$ cat src/rtl/mem_port_arbiter_if.sv
// Bus bundle between the arbiter, the fetch/LSU requesters and the shared memory port.
// The slave modport is the arbiter's view; master is the environment driving it.
interface mem_port_arbiter_if;
    logic        instr_req;
    logic [31:0] instr_addr;
    logic        instr_gnt;
    logic        instr_rvalid;
    logic [31:0] instr_rdata;
    logic        instr_err;

    logic        data_req;
    logic        data_we;
    logic [3:0]  data_be;
    logic [31:0] data_addr;
    logic [31:0] data_wdata;
    logic        data_gnt;
    logic        data_rvalid;
    logic [31:0] data_rdata;
    logic        data_err;

    logic        mem_req;
    logic        mem_we;
    logic [3:0]  mem_be;
    logic [31:0] mem_addr;
    logic [31:0] mem_wdata;
    logic        mem_gnt;
    logic        mem_rvalid;
    logic [31:0] mem_rdata;
    logic        mem_err;

    modport slave (
        input  instr_req, instr_addr,
        input  data_req, data_we, data_be, data_addr, data_wdata,
        input  mem_gnt, mem_rvalid, mem_rdata, mem_err,
        output instr_gnt, instr_rvalid, instr_rdata, instr_err,
        output data_gnt, data_rvalid, data_rdata, data_err,
        output mem_req, mem_we, mem_be, mem_addr, mem_wdata
    );

    modport master (
        output instr_req, instr_addr,
        output data_req, data_we, data_be, data_addr, data_wdata,
        output mem_gnt, mem_rvalid, mem_rdata, mem_err,
        input  instr_gnt, instr_rvalid, instr_rdata, instr_err,
        input  data_gnt, data_rvalid, data_rdata, data_err,
        input  mem_req, mem_we, mem_be, mem_addr, mem_wdata
    );
endinterface

$ cat src/rtl/mem_port_arbiter.sv
// Shares one memory port between fetch and LSU: data-first priority with a fetch
// starvation escape, owner FIFO for response routing, address-phase lock while stalled.
//
//   state    | meaning
//   LK_FREE  | no stalled address phase, selection follows priority
//   LK_INSTR | fetch address phase presented but not accepted, hold fetch
//   LK_DATA  | LSU address phase presented but not accepted, hold LSU
module mem_port_arbiter #(
    parameter int MAX_OUTSTANDING = 2,
    parameter int STARVE_LIMIT    = 4
) (
    input  logic              clk,
    input  logic              rstn,
    mem_port_arbiter_if.slave bus,
    output logic              busy,
    output logic              spurious
);
    localparam int CW = $clog2(MAX_OUTSTANDING + 1);
    localparam int SW = $clog2(STARVE_LIMIT + 1);
    localparam logic [CW-1:0] CNT_FULL   = CW'(MAX_OUTSTANDING);
    localparam logic [CW-1:0] CNT_ONE    = CW'(1);
    localparam logic [SW-1:0] STARVE_MAX = SW'(STARVE_LIMIT);
    localparam logic [SW-1:0] STARVE_ONE = SW'(1);

    typedef enum logic [1:0] {
        LK_FREE  = 2'd0,
        LK_INSTR = 2'd1,
        LK_DATA  = 2'd2
    } lock_t;

    lock_t                      lock_q, lock_d;
    logic [MAX_OUTSTANDING-1:0] owner_q, owner_d;
    logic [CW-1:0]              count_q, count_d;
    logic [SW-1:0]              starve_q, starve_d;
    logic                       spurious_q;

    logic sel_data;
    logic sel_req;
    logic full;
    logic push;
    logic pop;
    int   wr_idx;

    always_comb begin
        sel_data = 1'b0;
        case (lock_q)
            LK_INSTR: sel_data = 1'b0;
            LK_DATA:  sel_data = 1'b1;
            default: begin
                if (starve_q == STARVE_MAX && bus.instr_req)
                    sel_data = 1'b0;
                else
                    sel_data = bus.data_req;
            end
        endcase
    end

    // Full is judged on the registered count, so a same-cycle pop does not reopen the port.
    assign full    = (count_q == CNT_FULL);
    assign sel_req = sel_data ? bus.data_req : bus.instr_req;
    assign push    = bus.mem_req & bus.mem_gnt;
    assign pop     = bus.mem_rvalid & (count_q != '0);

    assign bus.mem_req   = sel_req & ~full & rstn;
    assign bus.mem_we    = sel_data & bus.data_we;
    assign bus.mem_be    = sel_data ? bus.data_be : 4'hF;
    assign bus.mem_addr  = sel_data ? bus.data_addr : bus.instr_addr;
    assign bus.mem_wdata = sel_data ? bus.data_wdata : 32'h0;

    assign bus.instr_gnt = push & ~sel_data;
    assign bus.data_gnt  = push & sel_data;

    assign bus.instr_rvalid = pop & ~owner_q[0];
    assign bus.data_rvalid  = pop & owner_q[0];
    assign bus.instr_rdata  = bus.mem_rdata;
    assign bus.data_rdata   = bus.mem_rdata;
    assign bus.instr_err    = bus.mem_err;
    assign bus.data_err     = bus.mem_err;

    assign busy     = (count_q != '0);
    assign spurious = spurious_q;

    // Lock also releases if the held requester withdraws, so the other side cannot deadlock.
    always_comb begin
        lock_d = LK_FREE;
        if (bus.mem_req && !bus.mem_gnt)
            lock_d = sel_data ? LK_DATA : LK_INSTR;
    end

    // Owner FIFO as a shift register with the head at bit 0.
    always_comb begin
        owner_d = owner_q;
        count_d = count_q;
        wr_idx  = int'(count_q) - (pop ? 1 : 0);
        if (pop) begin
            for (int i = 0; i < MAX_OUTSTANDING - 1; i++)
                owner_d[i] = owner_q[i+1];
            owner_d[MAX_OUTSTANDING-1] = 1'b0;
            count_d = count_q - CNT_ONE;
        end
        if (push) begin
            for (int i = 0; i < MAX_OUTSTANDING; i++)
                if (i == wr_idx)
                    owner_d[i] = sel_data;
            count_d = pop ? count_q : count_q + CNT_ONE;
        end
    end

    always_comb begin
        starve_d = '0;
        if (bus.instr_req && !bus.instr_gnt)
            starve_d = (starve_q == STARVE_MAX) ? starve_q : starve_q + STARVE_ONE;
    end

    always_ff @(posedge clk or negedge rstn) begin
        if (!rstn) begin
            lock_q     <= LK_FREE;
            owner_q    <= '0;
            count_q    <= '0;
            starve_q   <= '0;
            spurious_q <= 1'b0;
        end else begin
            lock_q   <= lock_d;
            owner_q  <= owner_d;
            count_q  <= count_d;
            starve_q <= starve_d;
            if (bus.mem_rvalid && count_q == '0)
                spurious_q <= 1'b1;
        end
    end
endmodule
$ cat src/flat_wrapper.sv
// flat-port wrapper written by rule: the top's interface ports become plain ports
module mem_port_arbiter_flat 
#(
    parameter int MAX_OUTSTANDING = 2,
    parameter int STARVE_LIMIT    = 4
)
  (clk, rstn, busy, spurious, bus_instr_req, bus_instr_addr, bus_data_req, bus_data_we, bus_data_be, bus_data_addr, bus_data_wdata, bus_mem_gnt, bus_mem_rvalid, bus_mem_rdata, bus_mem_err, bus_instr_gnt, bus_instr_rvalid, bus_instr_rdata, bus_instr_err, bus_data_gnt, bus_data_rvalid, bus_data_rdata, bus_data_err, bus_mem_req, bus_mem_we, bus_mem_be, bus_mem_addr, bus_mem_wdata);
  mem_port_arbiter_if bus_i ();
  input  logic clk;
  input  logic rstn;
  output logic busy;
  output logic spurious;
  input wire logic [$bits(bus_i.instr_req)-1:0] bus_instr_req;
  input wire logic [$bits(bus_i.instr_addr)-1:0] bus_instr_addr;
  input wire logic [$bits(bus_i.data_req)-1:0] bus_data_req;
  input wire logic [$bits(bus_i.data_we)-1:0] bus_data_we;
  input wire logic [$bits(bus_i.data_be)-1:0] bus_data_be;
  input wire logic [$bits(bus_i.data_addr)-1:0] bus_data_addr;
  input wire logic [$bits(bus_i.data_wdata)-1:0] bus_data_wdata;
  input wire logic [$bits(bus_i.mem_gnt)-1:0] bus_mem_gnt;
  input wire logic [$bits(bus_i.mem_rvalid)-1:0] bus_mem_rvalid;
  input wire logic [$bits(bus_i.mem_rdata)-1:0] bus_mem_rdata;
  input wire logic [$bits(bus_i.mem_err)-1:0] bus_mem_err;
  output wire logic [$bits(bus_i.instr_gnt)-1:0] bus_instr_gnt;
  output wire logic [$bits(bus_i.instr_rvalid)-1:0] bus_instr_rvalid;
  output wire logic [$bits(bus_i.instr_rdata)-1:0] bus_instr_rdata;
  output wire logic [$bits(bus_i.instr_err)-1:0] bus_instr_err;
  output wire logic [$bits(bus_i.data_gnt)-1:0] bus_data_gnt;
  output wire logic [$bits(bus_i.data_rvalid)-1:0] bus_data_rvalid;
  output wire logic [$bits(bus_i.data_rdata)-1:0] bus_data_rdata;
  output wire logic [$bits(bus_i.data_err)-1:0] bus_data_err;
  output wire logic [$bits(bus_i.mem_req)-1:0] bus_mem_req;
  output wire logic [$bits(bus_i.mem_we)-1:0] bus_mem_we;
  output wire logic [$bits(bus_i.mem_be)-1:0] bus_mem_be;
  output wire logic [$bits(bus_i.mem_addr)-1:0] bus_mem_addr;
  output wire logic [$bits(bus_i.mem_wdata)-1:0] bus_mem_wdata;
  assign bus_i.instr_req = bus_instr_req;
  assign bus_i.instr_addr = bus_instr_addr;
  assign bus_i.data_req = bus_data_req;
  assign bus_i.data_we = bus_data_we;
  assign bus_i.data_be = bus_data_be;
  assign bus_i.data_addr = bus_data_addr;
  assign bus_i.data_wdata = bus_data_wdata;
  assign bus_i.mem_gnt = bus_mem_gnt;
  assign bus_i.mem_rvalid = bus_mem_rvalid;
  assign bus_i.mem_rdata = bus_mem_rdata;
  assign bus_i.mem_err = bus_mem_err;
  assign bus_instr_gnt = bus_i.instr_gnt;
  assign bus_instr_rvalid = bus_i.instr_rvalid;
  assign bus_instr_rdata = bus_i.instr_rdata;
  assign bus_instr_err = bus_i.instr_err;
  assign bus_data_gnt = bus_i.data_gnt;
  assign bus_data_rvalid = bus_i.data_rvalid;
  assign bus_data_rdata = bus_i.data_rdata;
  assign bus_data_err = bus_i.data_err;
  assign bus_mem_req = bus_i.mem_req;
  assign bus_mem_we = bus_i.mem_we;
  assign bus_mem_be = bus_i.mem_be;
  assign bus_mem_addr = bus_i.mem_addr;
  assign bus_mem_wdata = bus_i.mem_wdata;
  mem_port_arbiter #(.MAX_OUTSTANDING(MAX_OUTSTANDING), .STARVE_LIMIT(STARVE_LIMIT)) u_core (.clk(clk), .rstn(rstn), .bus(bus_i), .busy(busy), .spurious(spurious));
endmodule
$ cat config.mk
export PLATFORM = sky130hd
export DESIGN_NAME = mem_port_arbiter_flat
export DESIGN_NICKNAME = d
export VERILOG_FILES = /design/src/rtl/mem_port_arbiter_if.sv /design/src/rtl/mem_port_arbiter.sv /design/src/flat_wrapper.sv
export SDC_FILE = /design/constraint.sdc
export NUM_CORES = 1
export LEC_CHECK = 0
export ABC_AREA = 1
export BUFFER_PORTS_ARGS = -buffer_cell sky130_fd_sc_hd__clkbuf_2
export CAP_MARGIN = 20
export CORE_AREA = 3 3 108 110
export DETAILED_ROUTE_END_ITERATION = 6
export DIE_AREA = 0 0 111 113
export GPL_TIMING_DRIVEN = 0
export PLACE_DENSITY_LB_ADDON = 0.3
export SLEW_MARGIN = 20
export SYNTH_ARGS = -nofsm -noshare
export SYNTH_HDL_FRONTEND = slang
export SYNTH_SLANG_ARGS = --single-unit
$ cat constraint.sdc
create_clock -name clk -period 2.4 [get_ports clk]
set_clock_uncertainty 0.2 [all_clocks]
set_input_delay 0.12 -clock clk [delete_from_list [all_inputs] [get_ports clk]]
set_output_delay 0.12 -clock clk [all_outputs]
set_load 0.02 [all_outputs]
After elaboration in Yosys (flattened, before gate mapping)
Cells that the tools add are included.
{"block": "totals", "n_memories": 0, "word_cells": 57, "ram_bits": 0, "regBits": 10, "out_inout_bits": 142, "romBits": 0, "latchBits": 0, "input_bits": 140}
{"block": "classes", "shift": 0, "bitwise_logic": 12, "n_reduce_logical": 11, "n_addsub": 4, "magnitude_cmp": 0, "n_eq_ne": 7, "mux": 18, "n_mul": 0, "div_mod_pow": 0}
{"operator": "2-to-1 mux 32 bit", "count": 2}
{"operator": "== test 2 x 32 -> 1 bit (first input constant)", "count": 1}
{"operator": "zero test 32 bit", "count": 1}
{"operator": "subtractor 3 x 32 -> 32 bit", "count": 1}
{"operator": "2-to-1 mux 2 bit", "count": 7}
{"operator": "AND 1 bit", "count": 9}
{"operator": "2-to-1 mux 3 bit", "count": 2}
{"operator": "2-to-1 mux 1 bit", "count": 5}
{"operator": "== test 2 bit (second input constant)", "count": 2}
{"operator": "logical AND 1 bit", "count": 4}
{"operator": "2-to-1 mux 4 bit", "count": 1}
{"operator": "inequality test 2 bit (second input constant)", "count": 2}
{"operator": "nonzero test 2 bit", "count": 2}
{"operator": "adder 3 x 1 -> 3 bit (second input constant)", "count": 1}
{"operator": "== test 3 bit (second input constant)", "count": 1}
{"operator": "inverter 1 bit", "count": 3}
{"operator": "adder 2 x 1 -> 2 bit (second input constant)", "count": 1}
{"operator": "== test 2 x 1 -> 1 bit (second input constant)", "count": 1}
{"operator": "zero test 1 bit", "count": 2}
{"operator": "zero test 2 bit", "count": 1}
{"operator": "case mux 1 bit (2 select lines)", "count": 1}
{"operator": "AND reduction 2 bit", "count": 1}
{"operator": "subtractor 2 x 1 -> 2 bit (second input constant)", "count": 1}

Longest topological paths before layout
{"block": "depth", "word_depth": 12, "mapped_depth": 11, "depth_no_buf": 11}

Worst setup path after synthesis
OpenSTA, ideal clock, no wires.
{"block": "synth_path", "path_kind": "flip-flop to flip-flop", "from": "register u_core.count_q[1]", "to": "register u_core.owner_q[1]", "required_time_ns": 2.081, "setup_time_ns": 0.119, "synth_period_minus_slack_ns": 1.898, "path_buffers": 0, "arrival_time_ns": 1.579, "path_slack_ns": 0.502, "stages_incl_launch_ff": 11, "path_cell_list": "dfrtp_1 > inv_2 > nand2_1 > nand2_1 > inv_1 > ha_1 > ha_1 > nor2_1 > nand2_1 > o21bai_1 > nand2_1"}
{"block": "synth_between", "elab_chain_cells": 7, "elab_cells_between_ends": 13, "cone_classes": "add/sub: 1; eq/ne: 2; mux: 4; bitwise: 5; reduce/logical: 1"}
{"element": "from (decl)", "line": "mem_port_arbiter.sv:33", "text": "logic [CW-1:0] count_q, count_d;"}
{"element": "from (signal assigned)", "line": "mem_port_arbiter.sv:125", "text": "count_q <= count_d;"}
{"element": "nonzero test 2 bit *"}
{"element": "via busy", "line": "flat_wrapper.sv:11", "text": "output logic busy;"}
{"element": "AND 1 bit *", "line": "mem_port_arbiter.sv:62", "text": "assign pop = bus.mem_rvalid & (count_q != '0);"}
{"element": "2-to-1 mux 1 bit", "line": "mem_port_arbiter.sv:94", "text": "wr_idx = int'(count_q) - (pop ? 1 : 0);"}
{"element": "subtractor 3 x 32 -> 32 bit", "line": "mem_port_arbiter.sv:94"}
{"element": "== test 2 x 32 -> 1 bit", "line": "mem_port_arbiter.sv:103", "text": "if (i == wr_idx)"}
{"element": "2-to-1 mux 1 bit", "line": "mem_port_arbiter.sv:103"}
{"element": "2-to-1 mux 2 bit *", "line": "mem_port_arbiter.sv:101", "text": "if (push) begin"}
{"element": "via u_core.owner_d[1]", "line": "mem_port_arbiter.sv:32", "text": "logic [MAX_OUTSTANDING-1:0] owner_q, owner_d;"}
{"element": "to (signal assigned)", "line": "mem_port_arbiter.sv:124", "text": "owner_q <= owner_d;"}
{"element": "to (decl)", "line": "mem_port_arbiter.sv:32"}
Mark *: on every way through the listed nets, which the timed path passes. The rest lies on a longest branch.
A chain may end at the register's enable or synchronous reset.

Worst setup path after layout
{"block": "layout_path", "from": "register u_core.starve_q[0]", "to": "output port bus_mem_addr[3]"}
{"block": "layout_between", "elab_chain_cells": 5}
{"element": "from (decl)", "line": "mem_port_arbiter.sv:34", "text": "logic [SW-1:0] starve_q, starve_d;"}
{"element": "from (signal assigned)", "line": "mem_port_arbiter.sv:126", "text": "starve_q <= starve_d;"}
{"element": "== test 3 bit", "line": "mem_port_arbiter.sv:50", "text": "if (starve_q == STARVE_MAX && bus.instr_req)"}
{"element": "logical AND 1 bit", "line": "mem_port_arbiter.sv:50"}
{"element": "2-to-1 mux 1 bit", "line": "mem_port_arbiter.sv:50"}
{"element": "case mux 1 bit (2 select lines)", "line": "mem_port_arbiter.sv:46", "text": "case (lock_q)"}
{"element": "2-to-1 mux 32 bit", "line": "mem_port_arbiter.sv:67", "text": "assign bus.mem_addr = sel_data ? bus.data_addr : bus.instr_addr;"}
{"element": "to (decl)", "line": "flat_wrapper.sv:35", "text": "output wire logic [$bits(bus_i.mem_addr)-1:0] bus_mem_addr;"}
Every way passes these cells.

==> results.toml <==
[timing]
post-route-min-period_ns = 2.25
hold_viol = 0
worst_pin_slew_ns = 0.295
relSlewSlack_pct = 80.3
worst_slack_ns = 0.151
finalSetupViolCount = 0
drv_slew = 0
rsz0062_at_grt = "false"
finalCritPeriodShare_pct = 93.7
clock.fmax_mhz = 445
setup-tns-final_ns = 0
worst_hold_slack_ns = 0.0409

[cells_and_area]
layout_common_cells = "clkbuf_2 (248), nand2_1 (120), buf_4 (69), inv_1 (48), nor2_1 (43)"
num_antenna_cells = 0
stdcell_area_sq_um = 3400
fin_util_pct = 31.5
drive_above_1_share_pct = 57.9
syn2layout_area_growth_pct = 82.2
layout_commonest_cell = "clkbuf_2"
nets = 737
stdcell_count = 731

[synthesis]
ys_warn_count = 0
avgSynthCellArea_sq_um = 5.57
synth_cells = 335
synth_seq_cells = 10
synth.distinct_cells = 21
synth-seq-area-share_pct = 13.4
synth_area_sq_um = 1860
syn_nets = 480

[critical_path]
path_cells = "inv_1 -> ha_1 -> nand3_1 -> nand2_1 -> nand2_1 -> inv_4 -> clkbuf_4 -> nand2_1 -> nand2_1 -> clkbuf_2"
crit_required_ns = 2.08
arrival_ns = 1.93
crit_top_cell = "nand2_1"
max_stage_delay_ns = 0.38
path_max_fanout = 10
startpoint_type = "flip-flop"
path_class = "flip-flop to primary output"
cp-end-kind = "primary output"
crit_slowest_cell = "dfrtp_1"
crit_buf_inv = 4
cp_top_family = "buffers and inverters"

[global_routing]
antenna_found_initial = 0
grt_max_degree = 12
grt_usage_pct = 12.2
grt_pass1_wl_um = 13000
grt_overflow_total = 0
first_global_vias = 2645

[floorplan]
core_sq_um = 10800
initial_utilization_pct = 17.3
chipWidth_um = 111
die_area_sq_um = 12500
die_height_um = 113
io-pin-count = 282
num_rows = 38

[drt]
drc = 0
vias = 2751
antenna_left = 0
firstDrtPassIters = 4
wl_per_cell_um = 11.3
wl_met3_um = 659
wl_met1_um = 3380
via_per_inst = 3.76
top_layer = "met4"
dr.first_iter.drc_count = 52
routed_wl_um = 8280
route.met2.wl_um = 4230

[place]
gp_congestion = 0.844
dp_cells = 723
dp_slack_ns = 0.289
detailed_place_hpwl_um = 7520
io_buffers = 248
placed_area_sq_um = 3280

[min_path]
hold_class = "input pin to flip-flop"

[clocking]
cts_htree_levels = 1
cts_buffer_depth = 2
clkTransAtPathRegs_ns = 0.05
cts_tree = "done"
cts_made_buffers = 3
cts_root_buffer = "clkbuf_8"
cts_num_sinks = 10
clk_latency_ns = 0.24

[pwr]
power_mw = 1.75
p_leak_nw = 2.38
powerDensity_nw_per_um2 = 514
peakVddDrop_v = 0.000370

[status]
outcome = "complete, no violations"

[flow_run]
max-cap-violations = 0
cells in the mapped netlist:
cell type	instances	share of area [%]
nand2_1	120	24
buf_4	67	27
inv_1	48	9.7
nor2_1	43	8.7
buf_2	10	2.7
dfrtp_1	10	13
nand3_1	6	1.6
ha_1	5	3.4
or2_1	5	1.7
inv_2	4	0.81
nand2_2	3	1.0
o21ai_0	3	0.81
a21oi_1	2	0.54
nor2_4	2	1.2
a31o_2	1	0.47
nand3_2	1	0.54
nand3_4	1	0.94
nand4_1	1	0.34
o21ai_1	1	0.27
o21bai_1	1	0.40
xor2_1	1	0.47
per-layer routing:
layer  track usage [%]  up-vias
met2              22.4      147
met5                 0        -
li1                  -     1414
met3              1.71        2
met1              15.8     1188
met4              1.40        0
cell type report:
cell class / instances / area [sq um]
plain buffers: 77 / 574
fillers: 1227 / 7400
well taps: 140 / 175
multi-input cells: 196 / 866
flip-flops and latches: 10 / 250
repair buffers: 252 / 1280
clock buffers: 4 / 55.1
inverters: 52 / 198
power breakdown:
part           leakage [nW]  total (mW)  switching, mW  internal, mW
Clock                0.0288       0.211         0.0668         0.144
Sequential            0.125       0.244         0.0330         0.211
Combinational          2.23        1.29          0.805         0.486
Total                  2.38        1.75          0.904         0.841
flip-flops by register name (all words and copies together), names as in the netlist:
name	cells
u_core.count_q	2
u_core.spurious	1
u_core.owner_q	2
u_core.lock_q	2
u_core.starve_q	3
logic make-up after synthesis:
kind of cell	count (synthesis)	share of synthesized area, %
AO/OA/AOI/OAI	8	2.48
flip-flops	10	13.4
buffers and inverters	129	40.1
adder cells (fa/ha/maj)	5	3.36
XOR/XNOR	1	0.470
AND/OR/NAND/NOR	182	40.1
worst register-to-register path, stage by stage (launching register included):
cell and delay, ns:
dfrtp_1 0.42, inv_2 0.10, nand2_1 0.07, nand2_1 0.18, inv_1 0.10, ha_1 0.19, ha_1 0.18, nor2_1 0.12
nand2_1 0.06, o21bai_1 0.13, nand2_1 0.07
final timing paths:
check	startpoint	endpoint	slack, ns	cells past startpoint
max	u_core.starve_q[0]	bus_mem_addr[3]	0.15	10
min	bus_mem_gnt	u_core.lock_q[0]	0.04	3
max reg2reg	u_core.count_q[1]	u_core.owner_q[1]	0.46	10
min reg2reg	u_core.spurious	u_core.spurious	0.28	1
max in group asynchronous	rstn	u_core.starve_q[2]	1.67	2
min in group asynchronous	rstn	u_core.lock_q[1]	0.10	2
timing repair:
action	in CTS	in global routing
endpoints found under the setup margin	0	28
setup buffers	0	1
endpoints found under the hold margin	13	0
hold buffers	3	0
gates resized for setup	0	11
Note: power is estimated with default switching activity, not from simulation.
